### src/rtl/mips_pkg.sv
// rtl/mips_pkg.sv - shared MIPS datapath types and register constants
package mips_pkg;
  typedef logic [31:0] word_t;
  typedef logic [4:0]  reg_addr_t;

  localparam int        NUM_REGS = 32;
  localparam reg_addr_t ZERO_REG = 5'd0;
  localparam reg_addr_t RA_REG   = 5'd31;
endpackage

### src/rtl/rr_arbiter.sv
// rtl/rr_arbiter.sv - round-robin arbiter, search starts one past the last winner
module rr_arbiter #(
  parameter int N = 3
) (
  input  logic         clk,
  input  logic         rst,
  input  logic [N-1:0] req,
  input  logic         upd_en,
  output logic [N-1:0] gnt
);
  localparam int PW = (N > 1) ? $clog2(N) : 1;

  logic [PW-1:0] ptr;
  logic [PW-1:0] gnt_idx;
  logic [PW-1:0] cand;
  logic          found;

  always_comb begin
    gnt     = '0;
    gnt_idx = ptr;
    cand    = ptr;
    found   = 1'b0;
    for (int k = 1; k <= N; k++) begin
      cand = PW'((int'(ptr) + k) % N);
      if (!found && req[cand]) begin
        found   = 1'b1;
        gnt_idx = cand;
      end
    end
    if (found && !rst) gnt[gnt_idx] = 1'b1;
  end

  // Reset to N-1 so index 0 is searched first.
  always_ff @(posedge clk) begin
    if (rst) ptr <= PW'(N - 1);
    else if (upd_en && found) ptr <= gnt_idx;
  end
endmodule

### src/rtl/regfile_wb_scheduler.sv
// rtl/regfile_wb_scheduler.sv - arbitrates write-back sources onto the register file write port
module regfile_wb_scheduler
  import mips_pkg::*;
#(
  parameter int NUM_SRC  = 3,
  parameter int LINK_SRC = 2,
  parameter int PEND_W   = 2
) (
  input  logic                      clk,
  input  logic                      rst,
  input  logic [NUM_SRC-1:0]        src_req,
  input  logic [NUM_SRC-1:0][4:0]   src_addr,
  input  logic [NUM_SRC-1:0][31:0]  src_data,
  output logic [NUM_SRC-1:0]        src_gnt,
  input  logic                      iss_valid,
  input  logic [4:0]                iss_addr,
  output logic                      iss_ready,
  input  logic [4:0]                qry_addr0,
  input  logic [4:0]                qry_addr1,
  output logic                      qry_busy0,
  output logic                      qry_busy1,
  output logic                      wr_en,
  output logic [4:0]                wr_addr,
  output logic [31:0]               wr_data,
  output logic                      jump_and_link,
  output logic                      sb_err
);
  localparam logic [PEND_W-1:0] PEND_MAX = '1;

  logic [NUM_SRC-1:0]  xfer_vec;
  logic                xfer;
  reg_addr_t           sel_addr;
  word_t               sel_data;
  logic                sel_link;

  assign xfer_vec = src_req & src_gnt;
  assign xfer     = |xfer_vec;

  rr_arbiter #(.N(NUM_SRC)) u_arb (
    .clk    (clk),
    .rst    (rst),
    .req    (src_req),
    .upd_en (xfer),
    .gnt    (src_gnt)
  );

  always_comb begin
    sel_addr = ZERO_REG;
    sel_data = '0;
    sel_link = 1'b0;
    for (int i = 0; i < NUM_SRC; i++) begin
      if (xfer_vec[i]) begin
        sel_addr = src_addr[i];
        sel_data = src_data[i];
        sel_link = (i == LINK_SRC);
      end
    end
  end

  // wr_addr/wr_data keep their last value on idle cycles.
  always_ff @(posedge clk) begin
    if (rst) begin
      wr_en         <= 1'b0;
      jump_and_link <= 1'b0;
      wr_addr       <= ZERO_REG;
      wr_data       <= '0;
    end else begin
      wr_en         <= xfer && !sel_link && (sel_addr != ZERO_REG);
      jump_and_link <= xfer && sel_link;
      if (xfer) begin
        wr_addr <= sel_link ? RA_REG : sel_addr;
        wr_data <= sel_data;
      end
    end
  end

  logic [PEND_W-1:0]   pend [NUM_REGS];
  logic [NUM_REGS-1:0] set_hit;
  logic [NUM_REGS-1:0] clr_hit;
  logic                set_v;
  logic                clr_v;
  reg_addr_t           clr_addr;
  logic                err_evt;

  assign iss_ready = (pend[iss_addr] != PEND_MAX);
  assign set_v     = iss_valid && iss_ready && (iss_addr != ZERO_REG);
  assign clr_v     = wr_en || jump_and_link;
  assign clr_addr  = jump_and_link ? RA_REG : wr_addr;
  assign qry_busy0 = (pend[qry_addr0] != '0);
  assign qry_busy1 = (pend[qry_addr1] != '0);

  // Underflow is only an error when no same-register issue offsets the clear.
  assign err_evt = (iss_valid && !iss_ready) ||
                   (clr_v && (pend[clr_addr] == '0) && !(set_v && (iss_addr == clr_addr)));

  always_comb begin
    set_hit = '0;
    clr_hit = '0;
    if (set_v) set_hit[iss_addr] = 1'b1;
    if (clr_v) clr_hit[clr_addr] = 1'b1;
  end

  always_ff @(posedge clk) begin
    if (rst) begin
      sb_err <= 1'b0;
      for (int r = 0; r < NUM_REGS; r++) pend[r] <= '0;
    end else begin
      if (err_evt) sb_err <= 1'b1;
      for (int r = 1; r < NUM_REGS; r++) begin
        if (set_hit[r] && !clr_hit[r])
          pend[r] <= pend[r] + 1'b1;
        else if (clr_hit[r] && !set_hit[r] && (pend[r] != '0))
          pend[r] <= pend[r] - 1'b1;
      end
    end
  end
endmodule

### config.mk
export PLATFORM = sky130hd
export DESIGN_NAME = regfile_wb_scheduler
export DESIGN_NICKNAME = d
export VERILOG_FILES = /design/src/rtl/mips_pkg.sv /design/src/rtl/rr_arbiter.sv /design/src/rtl/regfile_wb_scheduler.sv
export SDC_FILE = /design/constraint.sdc
export NUM_CORES = 1
export LEC_CHECK = 0
export BUFFER_PORTS_ARGS = -buffer_cell sky130_fd_sc_hd__buf_2
export CAP_MARGIN = 40
export CORE_MARGIN = 2
export CORE_UTILIZATION = 37
export CTS_CLUSTER_DIAMETER = 120
export DETAILED_ROUTE_END_ITERATION = 16
export GPL_TIMING_DRIVEN = 0
export PLACE_DENSITY = 0.67
export SETUP_SLACK_MARGIN = 0.2
export SYNTH_ARGS = -nofsm -noshare
export SYNTH_HDL_FRONTEND = slang
export SYNTH_SLANG_ARGS = --single-unit
export TNS_END_PERCENT = 10
### constraint.sdc
create_clock -name clk -period 3 [get_ports clk]
set_input_delay 0 -clock clk [delete_from_list [all_inputs] [get_ports clk]]
set_output_delay 0 -clock clk [all_outputs]
set_load 0.01 [all_outputs]
==> results of run 1 <==
[routing by layer]
metal	vias to the layer above	global-route usage	share of wire
met4	0	0.131	0.042
met1	4267	0.370	0.39
met2	551	0.458	0.46
met5	-	0	0
li1	4073	-	-
met3	83	0.0693	0.11
[kinds of logic (layout without fill, tap and decap cells)]
family | count (synthesis) | count (layout) | synth area share
adder cells (fa/ha/maj) | 4 | 4 | 0.00592
AND/OR/NAND/NOR | 333 | 333 | 0.198
XOR/XNOR | 29 | 29 | 0.0316
buffers and inverters | 84 | 355 | 0.0466
AO/OA/AOI/OAI | 281 | 281 | 0.241
multiplexers | 83 | 83 | 0.141
flip-flops | 104 | 104 | 0.336
[cell usage in the layout, fill, tap and decap left out, drive strengths merged, types with 7 or more instances in the layout]
master	Yosys	layout
nand2	94	94
mux4	24	24
dlygate4sd3	0	65
a21oi	60	60
mux2i	58	58
o21ai	44	44
a211o	17	17
xor2	29	29
edfxtp	62	62
inv	9	12
o22ai	29	29
nand4	8	8
a31oi	10	10
clkbuf	51	62
nor3	35	35
a211oi	42	42
nand3	33	33
buf	23	213
nor4	7	7
nor2	98	98
o211ai	7	7
or3	16	16
dfxtp	42	42
nand3b	7	7
a22oi	19	19
a221oi	13	13
[metrics by stage]
stage	hold WS (ns)	worst slack, ns	TNS (ns)	util	instances
2_1_floorplan	0.0927	0.458	0	-	918
3_3_place_gp	0.253	-0.0678	-0.587	0.435	1358
3_5_place_dp	0.255	-0.0559	-0.168	0.437	1363
4_1_cts	0.00480	0.111	0	0.489	1450
5_1_grt	0.0139	0.0567	0	0.498	1464
6_report	0.0148	0.129	0	0.498	1464
[worst max-delay path, cell delays in order, from the launching register on]
cell and delay [ns]:
edfxtp_1 0.46, mux4_2 0.51, mux2_2 0.31, nand3b_2 0.12, nand4_4 0.17, buf_4 0.26, a211o_1 0.38, o21ai_2 0.21
nand3_1 0.15
[registers in the layout, summed over array words and instances, names as in the netlist]
signal         flops
jump_and_link      1
wr_en              1
pend              62
wr_addr            5
wr_data           32
sb_err             1
u_arb.ptr          2
[area by class of cell]
type	count	area (µm²)
buffer	74	380
inverter	10	37.5
multi-input combinational	730	5050
fill	1958	10600
sequential	104	2700
clock buffer	11	275
clock inverter	5	65.1
tap	275	344
timing repair buffer	255	1680
[repair_timing]
item | CTS | global route
pin swaps | 3 | 3
endpoints found under the setup margin | 68 | 114
buffers inserted | 6 | 14
cloned | 0 | 0
resized for setup | 14 | 46
endpoints found under the hold margin | 31 | 0
hold buffers | 65 | 0
[worst paths after layout]
kind | start | to | depth (start not counted)
worst min-delay path | src_addr[4] | wr_addr[4]$_SDFFE_PP0P_ | 3
worst min register to register | wr_data[21]$_SDFFE_PP0P_ | wr_data[21]$_SDFFE_PP0P_ | 2
worst max register to register | pend[15][0]$_SDFFCE_PN0P_ | pend[10][1]$_SDFFCE_PN0P_ | 8
worst max-delay path | pend[15][0]$_SDFFCE_PN0P_ | pend[10][1]$_SDFFCE_PN0P_ | 8
[power by group through the flow]
stage / Sequential (µW) / Clock, µW / Combinational, µW
floorplan: 1900 / 0 / 1100
global placement: 1900 / 0 / 1750
detailed placement: 1900 / 0 / 1770
CTS: 1870 / 1360 / 1870
global route: 1890 / 1420 / 2140
finish: 1870 / 1350 / 2020
==> summary.md, run 1 <==
| Metric | Value |
|---|---|
| Post-synth EDFFs | `62` |
| Yosys reg bits | `roughly 100` |
| Initial Util | `0.380` |
| Relative slew slack | `0.425` |
| Switching power | `about 2000 µW` |
| Gate power share | `0.385` |
| Total CTS buffers | `9` |
| Synth async-reset ratio | `0` |
| Largest net degree at the start of global routing | `19` |
| Clk slew on worst S/H paths | `around 0.08 ns` |
| DRC | `0` |
| Pwr Density | `about 500 mW/mm²` |
| Final setup fails | `0` |
| CP Capture Type | `register` |
| Max-slew violation count | `0` |
| Die area | `~0.023 mm²` |
| Clk sink count | `about 100` |
| Die height | `about 150 µm` |
| Netlist cell types | `73` |
| Initial antenna violation count | `0` |
| Status | `finished clean` |
| Most common cell in the netlist | `nor2_1` |
| WL per Instance | `between 20 and 25 µm` |
| Antenna Violating Nets Remaining | `0` |
| Clock Skews | `approximately 0.009 ns` |
| CP startpoint kind | `register` |
| Dpl cell area | `roughly 0.0092 mm²` |
| Overall Power | `~5200 µW` |
| Total Nets Final | `~1300` |
| RSZ-0062 raised after global routing | `true` |
| Data required, critical path | `3.07 ns` |
| Vias in the first global route | `~8500` |
| Syn Inst Count | `approximately 900` |
| Clock latency on the worst-skew pair | `0.37 ns` |
| DR iter-0 viols | `between 900 and 1000` |
| Reg2reg setup slack | `roughly 0.13 ns` |
| Clock Power Share | `0.257` |
| Synthesis-to-finish area growth | `31.2%` |
| Core area | `0.0212 mm²` |
| Worst-Margin Slew | `0.862 ns` |
| Fin crit share | `0.957` |
| Layout cells sized above 1 | `0.249` |
| Max clock buf depth | `2` |
| Min cycle time layout | `2.87 ns` |
| Die W | `about 150 µm` |
| Seq/Total Area, Yosys | `0.336` |
| Post-synth top area share | `0.232` |
| CP max FO | `10` |
| # diodes | `0` |
| Final instance area | `around 0.011 mm²` |
| Drt via density | `between 6 and 7` |
| I/O pin count | `between 150 and 200` |
| Gr ovfl total | `0` |
| Row count | `53` |
| Synth Warn # | `0` |
| DRT Pass-1 Iters | `5` |
| Via Count | `8974` |
| Hold crit path type | `in2reg` |
| DP HPWL | `between 20 and 25 mm` |
| H-tree Lvls | `3` |
| Max Freq | `roughly 350 MHz` |
| Ys flop type | `edfxtp_1` |
| Final hold vios | `0` |
| Syn nets | `between 1000 and 1500` |
| Post-Syn Area | `0.00804 mm²` |
| Sequential power share | `0.358` |
| Yosys top cell by area | `edfxtp_1` |
| Max-cap viol count | `0` |
| Critical path type | `reg2reg` |
| Final GP Congestion | `around 1` |
| Synthesized area per cell | `roughly 8.8 µm²` |
| Clock root cell | `clkbuf_16` |
| Ranking of synthesized cells by area | `edfxtp_1 23%, dfxtp_1 10%, mux2i_1 7.2%, mux4_2 6.7%, nor2_1 4.6%` |
| Static leakage | `0.00410 µW` |
| Post-synth top cells | `98 x nor2_1, 94 x nand2_1, 62 x edfxtp_1, 59 x a21oi_1, 58 x mux2i_1` |
| Routed wire length | `33.4 mm` |
| Critical Path AT | `between 2 and 3 ns` |
| Cell internal pwr | `3280 µW` |
| Global-route wire length before repair | `a little under 50 mm` |
| Sw Share | `0.374` |
| Max VDD drop | `0.000362 V` |
| CTS tree | `yes` |
| IO buf count | `roughly 170` |
| Total GRT Usage | `0.288` |
(Power assumes the default switching activity.)
==> run 2, diff against run 1 <==
--- a/config.mk
+++ b/config.mk
@@ -13,6 +13,7 @@
 export DETAILED_ROUTE_END_ITERATION = 16
 export GPL_TIMING_DRIVEN = 0
 export PLACE_DENSITY = 0.67
+export REMOVE_ABC_BUFFERS = 1
 export SETUP_SLACK_MARGIN = 0.2
 export SYNTH_ARGS = -nofsm -noshare
 export SYNTH_HDL_FRONTEND = slang
==> summary.md, run 2 (synthesized netlist as in run 1, its figures left out) <==
| Metric | Value |
|---|---|
| Clock root cell | `clkbuf_16` |
| Placed Instances | `approximately 1300` |
| Reg2reg setup slack | `~0.14 ns` |
| Max-cap viol count | `0` |
| Initial antenna violation count | `1` |
| Die area | `about 0.023 mm²` |
| Clock latency on the worst-skew pair | `0.36 ns` |
| Final setup fails | `0` |
| Core area | `roughly 0.021 mm²` |
| Max reg flops | `just over 60` |
| Total GRT Usage | `0.259` |
| Max-slew violation count | `0` |
| CTS tree | `yes` |
| Final hold vios | `0` |
| Finished Layout Cells | `~1400` |
| Die W | `between 150 and 200 µm` |
| Pwr Density | `approximately 480 mW/mm²` |
| Final Util | `0.502` |
| Worst reg2reg path depth | `9` |
| Max clock buf depth | `2` |
| Sequential power share | `0.371` |
| Synthesis-to-finish area growth | `32.2%` |
| Sw Share | `0.373` |
| Post-route worst setup slack | `about 0.14 ns` |
| Final GP Congestion | `0.939` |
| Reg2reg end | `pend[11][1]$_SDFFCE_PN0P_` |
| DR iter-0 viols | `approximately 1000` |
| Switching power | `roughly 1900 µW` |
| CP max FO | `8` |
| WL per Instance | `between 20 and 25 µm` |
| Cell internal pwr | `about 3200 µW` |
| Post-Place Setup Slack | `-0.684 ns` |
| Routed wire length | `30.1 mm` |
| Max VDD drop | `approximately 0.00030 V` |
| Global-route wire length before repair | `45.7 mm` |
| Worst hold path depth | `3` |
| Max Freq | `around 350 MHz` |
| Gate power share | `0.386` |
| H-tree Lvls | `3` |
| Layout cells sized above 1 | `0.268` |
| Via Count | `8887` |
| Reg-to-reg startpoint | `pend[3][1]$_SDFFCE_PN0P_` |
| Vias in the first global route | `around 8300` |
| Clock Power Share | `0.243` |
| Hold EP | `wr_data[3]$_SDFFE_PP0P_` |
| Most common cell after layout, fill and taps aside | `buf_2` |
| Clk slew on worst S/H paths | `0.07 ns` |
| Status | `finished clean` |
| DRT Pass-1 Iters | `6` |
| Clock Skews | `roughly 0.0099 ns` |
| Min cycle time layout | `around 2.9 ns` |
| Fin crit share | `0.953` |
| Relative slew slack | `0.371` |
| Total CTS buffers | `9` |
| Critical path type | `reg2reg` |
| Critical Path AT | `about 2.9 ns` |
| Top Registers | `pend: 62 flops, wr_data: 32 flops, wr_addr: 5 flops` |
| Most frequent cells in the layout | `172 x buf_2, 95 x nor2_1, 93 x nand2_1` |
| IO buf count | `172` |
| CP startpoint kind | `register` |
| I/O pin count | `178` |
| RSZ-0062 raised after global routing | `true` |
| Hold_sp | `src_data[35]` |
| Clk sink count | `about 100` |
| Largest net degree at the start of global routing | `slightly above 70` |
| Drt via density | `around 6.2` |
| Worst-Margin Slew | `about 0.94 ns` |
| Hold crit path type | `in2reg` |
| Initial Util | `0.380` |
| Static leakage | `around 0.004 µW` |
| Overall Power | `between 5000 and 6000 µW` |
| DRC | `0` |
| Row count | `53` |
| Antenna Violating Nets Remaining | `0` |
| Total Nets Final | `roughly 1300` |
| Gr ovfl total | `0` |
| Data required, critical path | `just over 3 ns` |
| Die height | `roughly 150 µm` |
| Most flop-heavy register | `pend` |
| CP Capture Type | `register` |
| DP HPWL | `20.0 mm` |
[run 2: repair_timing]
item	4_1_cts	5_1_grt
gates resized for setup	13	29
endpoints found under the setup margin	136	133
hold buffers	66	0
endpoints found under the hold margin	31	0
setup buffers	7	31
pin swaps	4	8
cloned	2	1
[run 2: worst max-delay path by stage]
stage                         startpoint                         to
2_1_floorplan  u_arb.ptr[0]$_SDFFE_PP0P_   wr_data[10]$_SDFFE_PP0P_
3_3_place_gp   u_arb.ptr[0]$_SDFFE_PP0P_   wr_data[26]$_SDFFE_PP0P_
3_5_place_dp   u_arb.ptr[0]$_SDFFE_PP0P_   wr_data[17]$_SDFFE_PP0P_
4_1_cts        pend[27][0]$_SDFFCE_PP0P_  pend[21][0]$_SDFFCE_PP0P_
5_1_grt         pend[3][1]$_SDFFCE_PN0P_  pend[11][0]$_SDFFCE_PN0P_
6_report        pend[3][1]$_SDFFCE_PN0P_  pend[11][1]$_SDFFCE_PN0P_
[run 2: final cells by class]
type / instances / area, µm²
fillers: 1916 / 10500
multi-input cells: 733 / 5220
flip-flops and latches: 104 / 2700
repair buffers: 287 / 2010
well taps: 275 / 344
clock buffers: 11 / 275
inverters: 10 / 37.5
clock inverters: 5 / 32.5
diodes: 1 / 2.50
[run 2: critical path, cell delays in order (launching register included)]
cell and delay (ns):
edfxtp_1 0.47, mux2i_1 0.22, o21ai_0 0.17, nor4_4 0.42, buf_4 0.20, o211ai_4 0.18
a211oi_4 0.34, buf_12 0.16, a211oi_1 0.07, a31oi_1 0.30
[run 2: per-stage QoR]
step                      hold WS (ns)  instance area [µm²]  TNS (ns)
after floorplan                 0.0724                 7700    -46.56
after global placement           0.251                 8900   -160.60
after detailed placement         0.252                 9090    -17.78
after CTS                      0.00181                10200         0
after global routing            0.0338                10600         0
final                           0.0188                10600         0
[run 2: power groups by stage]
stage | clock (µW) | combinational (µW) | sequential (µW)
floorplan | 0 | 968 | 1930
detailed placement | 0 | 1700 | 1920
global placement | 0 | 1600 | 1950
finish | 1240 | 1970 | 1900
CTS | 1260 | 1830 | 1890
global route | 1310 | 2110 | 1920
[run 2: metal layers]
metal  GRT usage  vias up  wire length [µm]
li1            -     4004                 -
met1       0.329     4142             11300
met2       0.418      628             13600
met3      0.0575      113              3570
met4       0.124        0              1530
met5           0        -                 0
==> run 3, diff against run 2 <==
==> constraint.sdc (replaced) <==
create_clock -name clk -period 3.1 [get_ports clk]
set_input_delay 0 -clock clk [delete_from_list [all_inputs] [get_ports clk]]
set_output_delay 0 -clock clk [all_outputs]
set_load 0.01 [all_outputs]
==> summary.md, run 3 (synthesized netlist as in run 1, its figures left out) <==
| Metric | Value |
|---|---|
| Total GRT Usage | `0.258` |
| Sequential power share | `0.378` |
| Final Util | `0.484` |
| Die area | `between 0.02 and 0.025 mm²` |
| Max clock buf depth | `2` |
| RSZ-0062 raised after global routing | `true` |
| Final hold vios | `0` |
| Relative slew slack | `0.354` |
| Most common cell after layout, fill and taps aside | `buf_2` |
| CP startpoint kind | `register` |
| I/O pin count | `around 180` |
| Worst-Margin Slew | `around 0.97 ns` |
| Pwr Density | `between 400 and 500 mW/mm²` |
| Die W | `about 150 µm` |
| Critical path type | `reg2reg` |
| Vias in the first global route | `about 8300` |
| DP HPWL | `around 20 mm` |
| Drt via density | `between 6 and 7` |
| Most flop-heavy register | `pend` |
| Overall Power | `4860 µW` |
| Max reg flops | `62` |
| Critical Path AT | `between 3 and 4 ns` |
| Final setup fails | `0` |
| Final instance area | `slightly above 0.01 mm²` |
| Layout cells sized above 1 | `0.235` |
| Most frequent cells in the layout | `172 x buf_2, 96 x nor2_1, 93 x nand2_1` |
| CP max FO | `9` |
| DRT Pass-1 Iters | `6` |
| WL per Instance | `roughly 21 µm` |
| Clock latency on the worst-skew pair | `approximately 0.37 ns` |
| Max VDD drop | `a little under 0.0003 V` |
| Clock Power Share | `0.247` |
| Cell internal pwr | `3050 µW` |
| Initial antenna violation count | `0` |
| Global-route wire length before repair | `about 45 mm` |
| Clock Skews | `about 0.0080 ns` |
| Max-cap viol count | `0` |
| Max-slew violation count | `0` |
| Largest net degree at the start of global routing | `71` |
| Min cycle time layout | `around 3.0 ns` |
| Status | `finished clean` |
| Finished Layout Cells | `1394` |
| Gr ovfl total | `0` |
| H-tree Lvls | `3` |
| DRC | `0` |
| Top Registers | `pend: 62 flops, wr_data: 32 flops, wr_addr: 5 flops` |
| Dpl cell area | `~0.0091 mm²` |
| Core area | `between 0.02 and 0.025 mm²` |
| Post-Place Setup Slack | `-0.584 ns` |
| Total CTS buffers | `9` |
| Static leakage | `approximately 0.004 µW` |
| Clk slew on worst S/H paths | `0.08 ns` |
| CP Capture Type | `register` |
| Routed wire length | `29.3 mm` |
| Clk sink count | `approximately 100` |
| Synthesis-to-finish area growth | `27.5%` |
| Placed Instances | `1302` |
| Die height | `roughly 150 µm` |
| DR iter-0 viols | `about 900` |
| CTS tree | `yes` |
| Data required, critical path | `approximately 3.2 ns` |
| Total Nets Final | `1248` |
| Row count | `53` |
| Post-route worst setup slack | `approximately 0.13 ns` |
| Via Count | `about 8600` |
| Fin crit share | `0.958` |
| Initial Util | `0.380` |
| Switching power | `between 1500 and 2000 µW` |
| Fill count | `1959` |
| IO buf count | `approximately 170` |
| Final GP Congestion | `around 0.94` |
| Gate power share | `0.375` |
| Hold crit path type | `in2reg` |
| Antenna Violating Nets Remaining | `0` |
| Clock root cell | `clkbuf_16` |
| Max Freq | `between 300 and 400 MHz` |
| Sw Share | `0.371` |
[run 3: cell types whose count changed in the layout (fill, tap and decap cells not counted), moves of 2 or more]
| cell | before | now |
|---|---|---|
| buf_4 | 39 | 8 |
| mux2i_1 | 55 | 58 |
| mux2i_2 | 3 | 0 |
| a21oi_1 | 53 | 56 |
| o211ai_4 | 3 | 1 |
| nor4_4 | 2 | 0 |
| a21oi_2 | 4 | 1 |
[run 3: final cells by class]
class / count / area [µm²] / area share
Multi-Input combinational cell: 732 / 5070 / 0.495
Sequential cell: 104 / 2700 / 0.264
Timing Repair Buffer: 256 / 1770 / 0.173
Tap cell: 275 / 344 / 0.0336
Clock buffer: 11 / 275 / 0.0269
Inverter: 10 / 37.5 / 0.00367
Clock inverter: 5 / 32.5 / 0.00318
Antenna cell: 1 / 2.50 / 0.000244
[run 3: repair_timing]
action | in CTS | in global routing
cloned | 1 | 1
buffers inserted | 7 | 0
pin swaps | 3 | 1
hold buffers | 66 | 0
resized for setup | 12 | 7
setup endpoints to repair | 93 | 99
hold endpoints to repair | 31 | 0
[run 3: worst max-delay path: stages (launching register included)]
cell and delay, ns:
edfxtp_1 0.51, mux4_2 0.56, a32oi_2 0.38, nand4_4 0.17, buf_12 0.20, a211oi_4 0.27, buf_12 0.16, a211oi_1 0.07
a311o_1 0.39
[run 3: path summary, 6_finish.rpt]
| path | endpoint | from | slack [ns] | depth (start not counted) |
|---|---|---|---|---|
| hold / removal | wr_data[3]$_SDFFE_PP0P_ | src_data[35] | 0.02 | 3 |
| setup reg to reg | pend[3][0]$_SDFFCE_PN0P_ | pend[27][0]$_SDFFCE_PP0P_ | 0.13 | 8 |
| setup / recovery | pend[3][0]$_SDFFCE_PN0P_ | pend[27][0]$_SDFFCE_PP0P_ | 0.13 | 8 |
| hold reg to reg | wr_data[13]$_SDFFE_PP0P_ | wr_data[13]$_SDFFE_PP0P_ | 0.51 | 2 |
[run 3: power groups by stage]
| stage | clock network, µW | registers (µW) | logic, µW |
|---|---|---|---|
| floorplan | 0 | 1870 | 937 |
| global placement | 0 | 1890 | 1540 |
| detailed placement | 0 | 1860 | 1650 |
| CTS | 1220 | 1830 | 1760 |
| global route | 1270 | 1860 | 1950 |
| finish | 1200 | 1840 | 1820 |
[run 3: routing by layer]
| layer | global-route usage | wire (µm) |
|---|---|---|
| met2 | 0.416 | 13500 |
| met4 | 0.127 | 1370 |
| met1 | 0.326 | 11300 |
| met3 | 0.0557 | 3180 |
| met5 | 0 | 0 |
[run 3: per-stage QoR]
step           TNS, ns  hold slack, ns
6_report             0          0.0191
5_1_grt              0          0.0331
4_1_cts              0         0.00181
3_5_place_dp    -11.92           0.252
3_3_place_gp   -145.69           0.251
2_1_floorplan   -42.46          0.0724
